<file path="src/rtl/ls_pkg.sv">
// Shared types and lane helpers for the queued load/store unit.
// Helpers work on 64-bit words; callers zero-extend/truncate to DATA_W.
package ls_pkg;

  typedef enum logic [1:0] {
    SZ_BYTE   = 2'd0,
    SZ_HALF   = 2'd1,
    SZ_WORD   = 2'd2,
    SZ_DOUBLE = 2'd3
  } Ls_size;

  typedef enum logic [1:0] {
    CAUSE_NONE       = 2'd0,
    CAUSE_MISALIGNED = 2'd1,
    CAUSE_ILLEGAL    = 2'd2
  } Ls_cause;

  localparam int LS_MAX_DATA_W = 64;
  localparam int LS_OFF_W      = 3;

  // Control part of a queue entry; tag and pc travel as a separate payload
  // because their widths are parameters of the unit.
  typedef struct packed {
    Ls_size              size;
    logic                sign;
    logic [LS_OFF_W-1:0] off;
    logic                store;
    logic                live;
  } Ls_entry;

  function automatic logic [7:0] be_gen(input Ls_size size, input logic [LS_OFF_W-1:0] off);
    logic [7:0] be;
    case (size)
      SZ_BYTE: be = 8'h01 << off;
      SZ_HALF: be = 8'h03 << off;
      SZ_WORD: be = 8'h0F << off;
      default: be = 8'hFF;
    endcase
    return be;
  endfunction

  function automatic logic [LS_MAX_DATA_W-1:0] store_replicate(input Ls_size size,
                                                                input logic [LS_MAX_DATA_W-1:0] data);
    logic [LS_MAX_DATA_W-1:0] r;
    case (size)
      SZ_BYTE: r = {8{data[7:0]}};
      SZ_HALF: r = {4{data[15:0]}};
      SZ_WORD: r = {2{data[31:0]}};
      default: r = data;
    endcase
    return r;
  endfunction

  function automatic logic [LS_MAX_DATA_W-1:0] load_extract(input Ls_size size, input logic sign,
                                                             input logic [LS_OFF_W-1:0] off,
                                                             input logic [LS_MAX_DATA_W-1:0] rdata);
    logic [LS_MAX_DATA_W-1:0] sh;
    logic [LS_MAX_DATA_W-1:0] r;
    sh = rdata >> {off, 3'b000};
    case (size)
      SZ_BYTE: r = sign ? {{56{sh[7]}}, sh[7:0]}   : {56'd0, sh[7:0]};
      SZ_HALF: r = sign ? {{48{sh[15]}}, sh[15:0]} : {48'd0, sh[15:0]};
      SZ_WORD: r = sign ? {{32{sh[31]}}, sh[31:0]} : {32'd0, sh[31:0]};
      default: r = sh;
    endcase
    return r;
  endfunction

endpackage

</file>
<file path="src/rtl/ls_tag_queue.sv">
// In-order FIFO of outstanding memory operations with a one-cycle clear of
// every entry's live bit, so flushed operations drain without producing results.
module ls_tag_queue
  import ls_pkg::*;
#(
  parameter int DEPTH = 4,
  parameter int PW    = 38
) (
  input  logic          clk,
  input  logic          reset,
  input  logic          push,
  input  Ls_entry       push_entry,
  input  logic [PW-1:0] push_payload,
  input  logic          pop,
  input  logic          clear_live,
  output Ls_entry       head_entry,
  output logic [PW-1:0] head_payload,
  output logic          full,
  output logic          empty
);

  localparam int PTR_W = $clog2(DEPTH);
  localparam int CNT_W = $clog2(DEPTH + 1);

  Ls_entry          entry_mem   [DEPTH];
  logic [PW-1:0]    payload_mem [DEPTH];
  logic [DEPTH-1:0] live_reg;
  logic [PTR_W-1:0] wr_ptr_reg;
  logic [PTR_W-1:0] rd_ptr_reg;
  logic [CNT_W-1:0] count_reg;
  logic             do_push;
  logic             do_pop;

  assign full    = (count_reg == CNT_W'(DEPTH));
  assign empty   = (count_reg == '0);
  assign do_push = push && !full;
  assign do_pop  = pop && !empty;

  always_ff @(posedge clk or posedge reset) begin
    if (reset) begin
      wr_ptr_reg <= '0;
      rd_ptr_reg <= '0;
      count_reg  <= '0;
    end else begin
      if (do_push) wr_ptr_reg <= wr_ptr_reg + PTR_W'(1);
      if (do_pop)  rd_ptr_reg <= rd_ptr_reg + PTR_W'(1);
      case ({do_push, do_pop})
        2'b10:   count_reg <= count_reg + CNT_W'(1);
        2'b01:   count_reg <= count_reg - CNT_W'(1);
        default: count_reg <= count_reg;
      endcase
    end
  end

  always_ff @(posedge clk) begin
    if (do_push) begin
      entry_mem[wr_ptr_reg]   <= push_entry;
      payload_mem[wr_ptr_reg] <= push_payload;
    end
  end

  // A push in the same cycle as a clear is newer than the flush and keeps its live bit.
  for (genvar gi = 0; gi < DEPTH; gi++) begin : g_live
    always_ff @(posedge clk or posedge reset) begin
      if (reset) begin
        live_reg[gi] <= 1'b0;
      end else if (do_push && (wr_ptr_reg == PTR_W'(gi))) begin
        live_reg[gi] <= push_entry.live;
      end else if (clear_live) begin
        live_reg[gi] <= 1'b0;
      end
    end
  end

  always_comb begin
    head_entry      = entry_mem[rd_ptr_reg];
    head_entry.live = live_reg[rd_ptr_reg];
    head_payload    = payload_mem[rd_ptr_reg];
  end

endmodule

</file>
<file path="src/rtl/ls_unit_queued.sv">
// Decoupled load/store unit: address check, memory request encoding, in-order
// tracking of up to DEPTH outstanding requests and load result extraction.
module ls_unit_queued
  import ls_pkg::*;
#(
  parameter int DATA_W  = 32,
  parameter int ADDR_W  = 32,
  parameter int TAG_W   = 6,
  parameter int DEPTH   = 4,
  parameter int OUT_REG = 1
) (
  input  logic                clk,
  input  logic                reset,
  input  logic                issue_valid,
  output logic                issue_ready,
  input  logic                issue_store,
  input  logic [1:0]          issue_size,
  input  logic                issue_signed,
  input  logic [ADDR_W-1:0]   issue_a,
  input  logic [ADDR_W-1:0]   issue_b,
  input  logic [DATA_W-1:0]   issue_c,
  input  logic [TAG_W-1:0]    issue_tag,
  input  logic [ADDR_W-1:0]   issue_pc,
  input  logic                flush,
  output logic                dmem_req_valid,
  input  logic                dmem_req_ready,
  output logic                dmem_we,
  output logic [ADDR_W-1:0]   dmem_addr,
  output logic [DATA_W/8-1:0] dmem_be,
  output logic [DATA_W-1:0]   dmem_wdata,
  input  logic                dmem_resp_valid,
  input  logic [DATA_W-1:0]   dmem_rdata,
  output logic                res_valid,
  output logic [TAG_W-1:0]    res_tag,
  output logic [DATA_W-1:0]   res_data,
  output logic [ADDR_W-1:0]   res_pc,
  output logic                exc_valid,
  output logic [1:0]          exc_cause,
  output logic [ADDR_W-1:0]   exc_pc
);

  localparam int NB    = DATA_W / 8;
  localparam int OFF_W = $clog2(NB);
  localparam int PW    = TAG_W + ADDR_W;

  logic [ADDR_W-1:0] addr;
  logic [OFF_W-1:0]  off;
  Ls_size            size;
  Ls_cause           cause_now;
  logic              illegal;
  logic              misaligned;
  logic              faulting;
  logic              active_reg;
  logic              full;
  logic              empty;
  logic              accept;
  logic              push;
  logic              pop;
  logic              produce;
  logic              exc_now;
  Ls_entry           push_entry;
  Ls_entry           head_entry;
  logic [PW-1:0]     head_payload;

  logic              res_valid_next;
  logic [TAG_W-1:0]  res_tag_next;
  logic [DATA_W-1:0] res_data_next;
  logic [ADDR_W-1:0] res_pc_next;
  logic              exc_valid_next;
  logic [1:0]        exc_cause_next;
  logic [ADDR_W-1:0] exc_pc_next;

  // Holds the issue side closed while reset is asserted and for the first edge after it.
  always_ff @(posedge clk or posedge reset) begin
    if (reset) active_reg <= 1'b0;
    else       active_reg <= 1'b1;
  end

  assign addr    = issue_a + issue_b;
  assign off     = addr[OFF_W-1:0];
  assign size    = Ls_size'(issue_size);
  assign illegal = (size == SZ_DOUBLE) && (DATA_W == 32);

  always_comb begin
    misaligned = 1'b0;
    case (size)
      SZ_HALF:   misaligned = addr[0];
      SZ_WORD:   misaligned = |addr[1:0];
      SZ_DOUBLE: misaligned = |addr[2:0];
      default:   misaligned = 1'b0;
    endcase
  end

  assign faulting  = illegal || misaligned;
  assign cause_now = illegal ? CAUSE_ILLEGAL : CAUSE_MISALIGNED;

  // Faulting operations never reach memory, so they do not wait for dmem_req_ready.
  assign issue_ready    = active_reg && !full && !flush && (faulting || dmem_req_ready);
  assign dmem_req_valid = active_reg && issue_valid && !full && !flush && !faulting;
  assign accept         = issue_valid && issue_ready;
  assign push           = accept && !faulting;
  assign exc_now        = accept && faulting;

  assign dmem_we    = dmem_req_valid && issue_store;
  assign dmem_addr  = dmem_req_valid ? {addr[ADDR_W-1:OFF_W], {OFF_W{1'b0}}} : '0;
  assign dmem_be    = dmem_req_valid ? NB'(be_gen(size, LS_OFF_W'(off))) : '0;
  assign dmem_wdata = dmem_req_valid ?
                      DATA_W'(store_replicate(size, LS_MAX_DATA_W'(issue_c))) : '0;

  assign push_entry = '{size: size, sign: issue_signed, off: LS_OFF_W'(off),
                        store: issue_store, live: 1'b1};

  ls_tag_queue #(
    .DEPTH (DEPTH),
    .PW    (PW)
  ) u_queue (
    .clk          (clk),
    .reset        (reset),
    .push         (push),
    .push_entry   (push_entry),
    .push_payload ({issue_tag, issue_pc}),
    .pop          (pop),
    .clear_live   (flush),
    .head_entry   (head_entry),
    .head_payload (head_payload),
    .full         (full),
    .empty        (empty)
  );

  // A response landing in the flush cycle still pops but is killed here.
  assign pop     = dmem_resp_valid && !empty;
  assign produce = pop && head_entry.live && !head_entry.store && !flush;

  assign res_valid_next = produce;
  assign res_tag_next   = produce ? head_payload[PW-1:ADDR_W] : '0;
  assign res_pc_next    = produce ? head_payload[ADDR_W-1:0] : '0;
  assign res_data_next  = produce ?
                          DATA_W'(load_extract(head_entry.size, head_entry.sign, head_entry.off,
                                               LS_MAX_DATA_W'(dmem_rdata))) : '0;
  assign exc_valid_next = exc_now;
  assign exc_cause_next = exc_now ? cause_now : CAUSE_NONE;
  assign exc_pc_next    = exc_now ? issue_pc : '0;

  if (OUT_REG != 0) begin : g_out_reg
    logic              res_valid_reg;
    logic [TAG_W-1:0]  res_tag_reg;
    logic [DATA_W-1:0] res_data_reg;
    logic [ADDR_W-1:0] res_pc_reg;
    logic              exc_valid_reg;
    logic [1:0]        exc_cause_reg;
    logic [ADDR_W-1:0] exc_pc_reg;

    always_ff @(posedge clk or posedge reset) begin
      if (reset) begin
        res_valid_reg <= 1'b0;
        res_tag_reg   <= '0;
        res_data_reg  <= '0;
        res_pc_reg    <= '0;
        exc_valid_reg <= 1'b0;
        exc_cause_reg <= '0;
        exc_pc_reg    <= '0;
      end else begin
        res_valid_reg <= res_valid_next;
        res_tag_reg   <= res_tag_next;
        res_data_reg  <= res_data_next;
        res_pc_reg    <= res_pc_next;
        exc_valid_reg <= exc_valid_next;
        exc_cause_reg <= exc_cause_next;
        exc_pc_reg    <= exc_pc_next;
      end
    end

    assign res_valid = res_valid_reg;
    assign res_tag   = res_tag_reg;
    assign res_data  = res_data_reg;
    assign res_pc    = res_pc_reg;
    assign exc_valid = exc_valid_reg;
    assign exc_cause = exc_cause_reg;
    assign exc_pc    = exc_pc_reg;
  end else begin : g_out_comb
    assign res_valid = res_valid_next;
    assign res_tag   = res_tag_next;
    assign res_data  = res_data_next;
    assign res_pc    = res_pc_next;
    assign exc_valid = exc_valid_next;
    assign exc_cause = exc_cause_next;
    assign exc_pc    = exc_pc_next;
  end

endmodule

</file>
<file path="config.mk">
export PLATFORM = sky130hd
export DESIGN_NAME = ls_unit_queued
export DESIGN_NICKNAME = d
export VERILOG_FILES = /design/src/rtl/ls_pkg.sv /design/src/rtl/ls_tag_queue.sv /design/src/rtl/ls_unit_queued.sv
export SDC_FILE = /design/constraint.sdc
export NUM_CORES = 1
export LEC_CHECK = 0
export CAP_MARGIN = 20
export CORE_AREA = 4 4 264 214
export CTS_BUF_LIST = sky130_fd_sc_hd__clkbuf_4 sky130_fd_sc_hd__clkbuf_8 sky130_fd_sc_hd__clkbuf_16
export DETAILED_ROUTE_END_ITERATION = 10
export DIE_AREA = 0 0 268 218
export PLACE_DENSITY = 0.48
export SETUP_SLACK_MARGIN = 0.2
export SLEW_MARGIN = 20
export SYNTH_ARGS = -nofsm -noshare
export SYNTH_HDL_FRONTEND = slang
export SYNTH_SLANG_ARGS = --single-unit
</file>
<file path="constraint.sdc">
create_clock -name clk -period 6.3 [get_ports clk]
set_clock_uncertainty 0.2 [all_clocks]
set_input_delay 1.89 -clock clk [delete_from_list [all_inputs] [get_ports clk]]
set_output_delay 1.89 -clock clk [all_outputs]
set_load 0.02 [all_outputs]
</file>
==> impl_metrics.py <==
metrics = {
    "cells_and_area": {
        "drive_gt1_share_pct": 33.1,
        "layout_common_cells": "clkdlybuf4s50_1 (239), edfxtp_1 (176), buf_4 (156), dfrtp_1 (116), nand2_1 (100)",
        "fill_cells": 5182,
        "post-route-cell-area_um2": 20600,
        "nNetsFinal": 1727,
        "largest_reg_flops": 152,
        "areaGrowthSynthToFinish_pct": 54.1,
        "regMostFlops": "u_queue.payload_mem",
        "stdcell_count": 2237,
        "final_common_cell": "clkdlybuf4s50_1",
    },
    "die": {
        "io_pins": 353,
        "die_area_um2": 58400,
        "fp.coreArea_um2": 53600,
        "chipWidth_um": 268,
        "start_util_pct": 24.9,
        "rows": 76,
        "die_height_um": 218,
    },
    "power": {
        "power.switching_mw": 1.70,
        "irDropWorstVdd_mv": 0.147,
        "pwr-share-seq_pct": 38.1,
        "combPwrFrac_pct": 27.8,
        "pwr-share-clk_pct": 34.1,
        "p_leak_nw": 8.21,
        "power_density_nw_per_um2": 288,
        "sw_frac_of_total_pct": 28.7,
        "power.internal_mw": 4.23,
    },
    "global_route": {
        "grt_pass1_wl_um": 62700,
        "grt_max_degree": 86,
        "first_global_vias": 10200,
        "antenna_found_initial": 6,
        "grt-ovfl-total": 0,
        "grtUsageTotal_pct": 14.0,
    },
    "critical_path": {
        "worst_ep_required_time_ps": 4210,
        "worstPathArrival_ps": 4050,
        "critPathLaunchType": "input pin",
        "crit_chain": "clkdlybuf4s50_1 > ha_1 > o21ai_2 > o21bai_2 > a211oi_2 > o31ai_2 > or4_1 > o311a_1 > nand2_1 > buf_6",
        "crit_type": "input pin to primary output",
        "crit_slowest_cell": "or4_1",
        "worst_setup_path_end_kind": "primary output",
        "cpPeakStageDelay_ps": 410,
        "path_max_fanout": 2,
    },
    "place": {
        "postPlaceCellArea_um2": 18700,
        "dp_cells": 2146,
        "place.gp.congestion": 0.875,
        "dp_hpwl_um": 29800,
        "io_buffer_count": 350,
    },
    "run": {
        "cap_violations": 0,
    },
    "route": {
        "antenna_left": 0,
        "drc": 0,
        "dr.pass1.iters": 5,
        "vias": 9905,
        "wl_per_cell_um": 18.9,
        "initialDrtViolationCount": 469,
        "drt_wl_total_um": 42300,
        "via_per_inst": 4.43,
    },
    "synth": {
        "synth_edf_count": 176,
        "syn_inst": 1011,
        "yosysWarnings": 0,
        "synth-seq-area-share_pct": 61.6,
        "avgSynthCellArea_um2": 13.2,
        "ys_seq_elements": 294,
        "synthDistinctLibCells": 62,
        "ys.flop_type": "edfxtp_1",
        "netlist_area_um2": 13400,
        "synth_top_area_share_pct": 39.5,
        "synth_top_area_cell": "edfxtp_1",
        "synthTopCellsByArea": "edfxtp_1 (40%), dfrtp_1 (22%), mux4_2 (7.2%)",
        "synthArstFlopShare_pct": 40.1,
    },
    "clock_network": {
        "tritoncts": "yes",
        "cts_made_buffers": 35,
        "clockRootBuffer": "clkbuf_16",
        "cts_sinks": 294,
        "htreeDepth": 2,
        "clkTransAtPathRegs_ps": 50,
        "clock_latency_ps": 530,
        "cts_max_path_buffers": 3,
    },
    "sta": {
        "maxSlewViolCount": 0,
        "slew_headroom_pct": 44.4,
        "period_minus_slack_ps": 6140,
        "hold_slack_ps": 288,
        "period_share_pct": 97.4,
        "rsz0062_at_grt": "yes",
        "setup_viol_count_final": 0,
        "finalHoldViolations": 0,
        "max_freq_mhz": 163,
        "tightest_slew_ps": 833,
    },
    "status": {
        "status": "finished clean",
    },
    "worst_hold_path": {
        "hp-class": "flop to flop",
    },
}
[power groups by stage]
stage	logic, mW	clock network [mW]	registers (mW)
2_1_floorplan	0.981	0	2.28
3_3_place_gp	1.57	0	2.30
3_5_place_dp	1.57	0	2.30
4_1_cts	1.63	2.10	2.27
5_1_grt	1.80	2.18	2.28
6_report	1.65	2.03	2.26
[worst max-delay path, delay by kind of cell]
family          cells  cell delay (ps)
fa+ha+maj           1              320
buf+inv             2              530
compound gates      5              800
simple gates        2              500
[synthesized netlist by cell type (3+ instances only)]
| cell | count |
|---|---|
| edfxtp_1 | 176 |
| dfrtp_1 | 118 |
| nand2_1 | 106 |
| nor2_1 | 57 |
| a21oi_1 | 55 |
| nor2b_1 | 52 |
| and2_1 | 49 |
| mux4_2 | 43 |
| ha_1 | 42 |
| clkbuf_1 | 39 |
| o21ai_0 | 31 |
| a211oi_1 | 25 |
| inv_1 | 20 |
| mux2i_1 | 19 |
| xor2_1 | 18 |
| a21o_1 | 16 |
| xnor2_1 | 12 |
| a31oi_1 | 10 |
| nand4_1 | 10 |
| nand2b_1 | 9 |
| nand3_1 | 9 |
| buf_2 | 8 |
| nand2_2 | 8 |
| o31ai_1 | 6 |
| nor3_1 | 5 |
| buf_4 | 4 |
| o2111ai_1 | 4 |
| o21a_1 | 4 |
| a41oi_1 | 3 |
| and3_1 | 3 |
| buf_1 | 3 |
| o21ai_2 | 3 |
| o21bai_1 | 3 |
| o31a_1 | 3 |
| or2_2 | 3 |
| or3_1 | 3 |
[per-layer routing]
metal / vias up / global-route usage, % / part of all wire (%)
li1: 4674 / - / -
met4: 10 / 2.99 / 1.7
met3: 59 / 4.11 / 6.5
met2: 263 / 21.8 / 46
met1: 4899 / 19.4 / 45
met5: - / 0 / 0.19
[through the flow]
| stage | TNS [ps] | utilization, % | power, mW | worst slack (ps) |
|---|---|---|---|---|
| 6_report | 0 | 38.4 | 5.94 | 163 |
| 5_1_grt | 0 | 38.4 | 6.26 | 40.2 |
| 4_1_cts | 0 | 38.1 | 6.00 | 128 |
| 3_5_place_dp | -46210 | 34.8 | 3.88 | -905 |
| 3_3_place_gp | -41800 | 34.8 | 3.87 | -889 |
| 2_1_floorplan | 0 | - | 3.26 | 212 |
[path summary, 6_finish.rpt]
kind	slack, ps	depth (start not counted)	startpoint	to
worst min register to register	290	1	u_queue.live_reg[0]	u_queue.live_reg[0]
worst max-delay path	160	10	issue_b[25]	dmem_addr[31]
min in group asynchronous	1720	2	reset	exc_pc[27]
worst max register to register	3100	7	u_queue.rd_ptr_reg[0]	res_data[20]
worst min-delay path	290	1	u_queue.live_reg[0]	u_queue.live_reg[0]
max in group asynchronous	3180	3	reset	res_pc[11]
[layout make-up]
type | instances | area (µm²) | area share [%]
Sequential cell | 294 | 8240 | 40.0
Multi-Input combinational cell | 640 | 5590 | 27.1
Timing Repair Buffer | 515 | 4590 | 22.3
Clock buffer | 51 | 1050 | 5.10
Tap cell | 702 | 878 | 4.27
Clock inverter | 13 | 135 | 0.656
Inverter | 21 | 96.3 | 0.468
Antenna cell | 1 | 2.50 | 0.0122
[kinds of logic (layout without fill, tap and decap cells)]
group	after synthesis	after routing	share of synthesized area, %
XOR/XNOR	30	30	1.97
AND/OR/NAND/NOR	325	325	12.4
other	2	4	0.0562
adder cells (fa/ha/maj)	44	44	4.23
AO/OA/AOI/OAI	175	175	8.39
flip-flops	294	294	61.6
buffers and inverters	78	600	2.57
multiplexers	63	63	8.75
[repair_timing]
action	CTS	global route
cloned	0	1
gates resized for setup	411	146
pin swaps	68	49
endpoints found under the setup margin	68	67
hold buffers	0	0
buffers inserted	13	12
(Power assumes the default switching activity.)
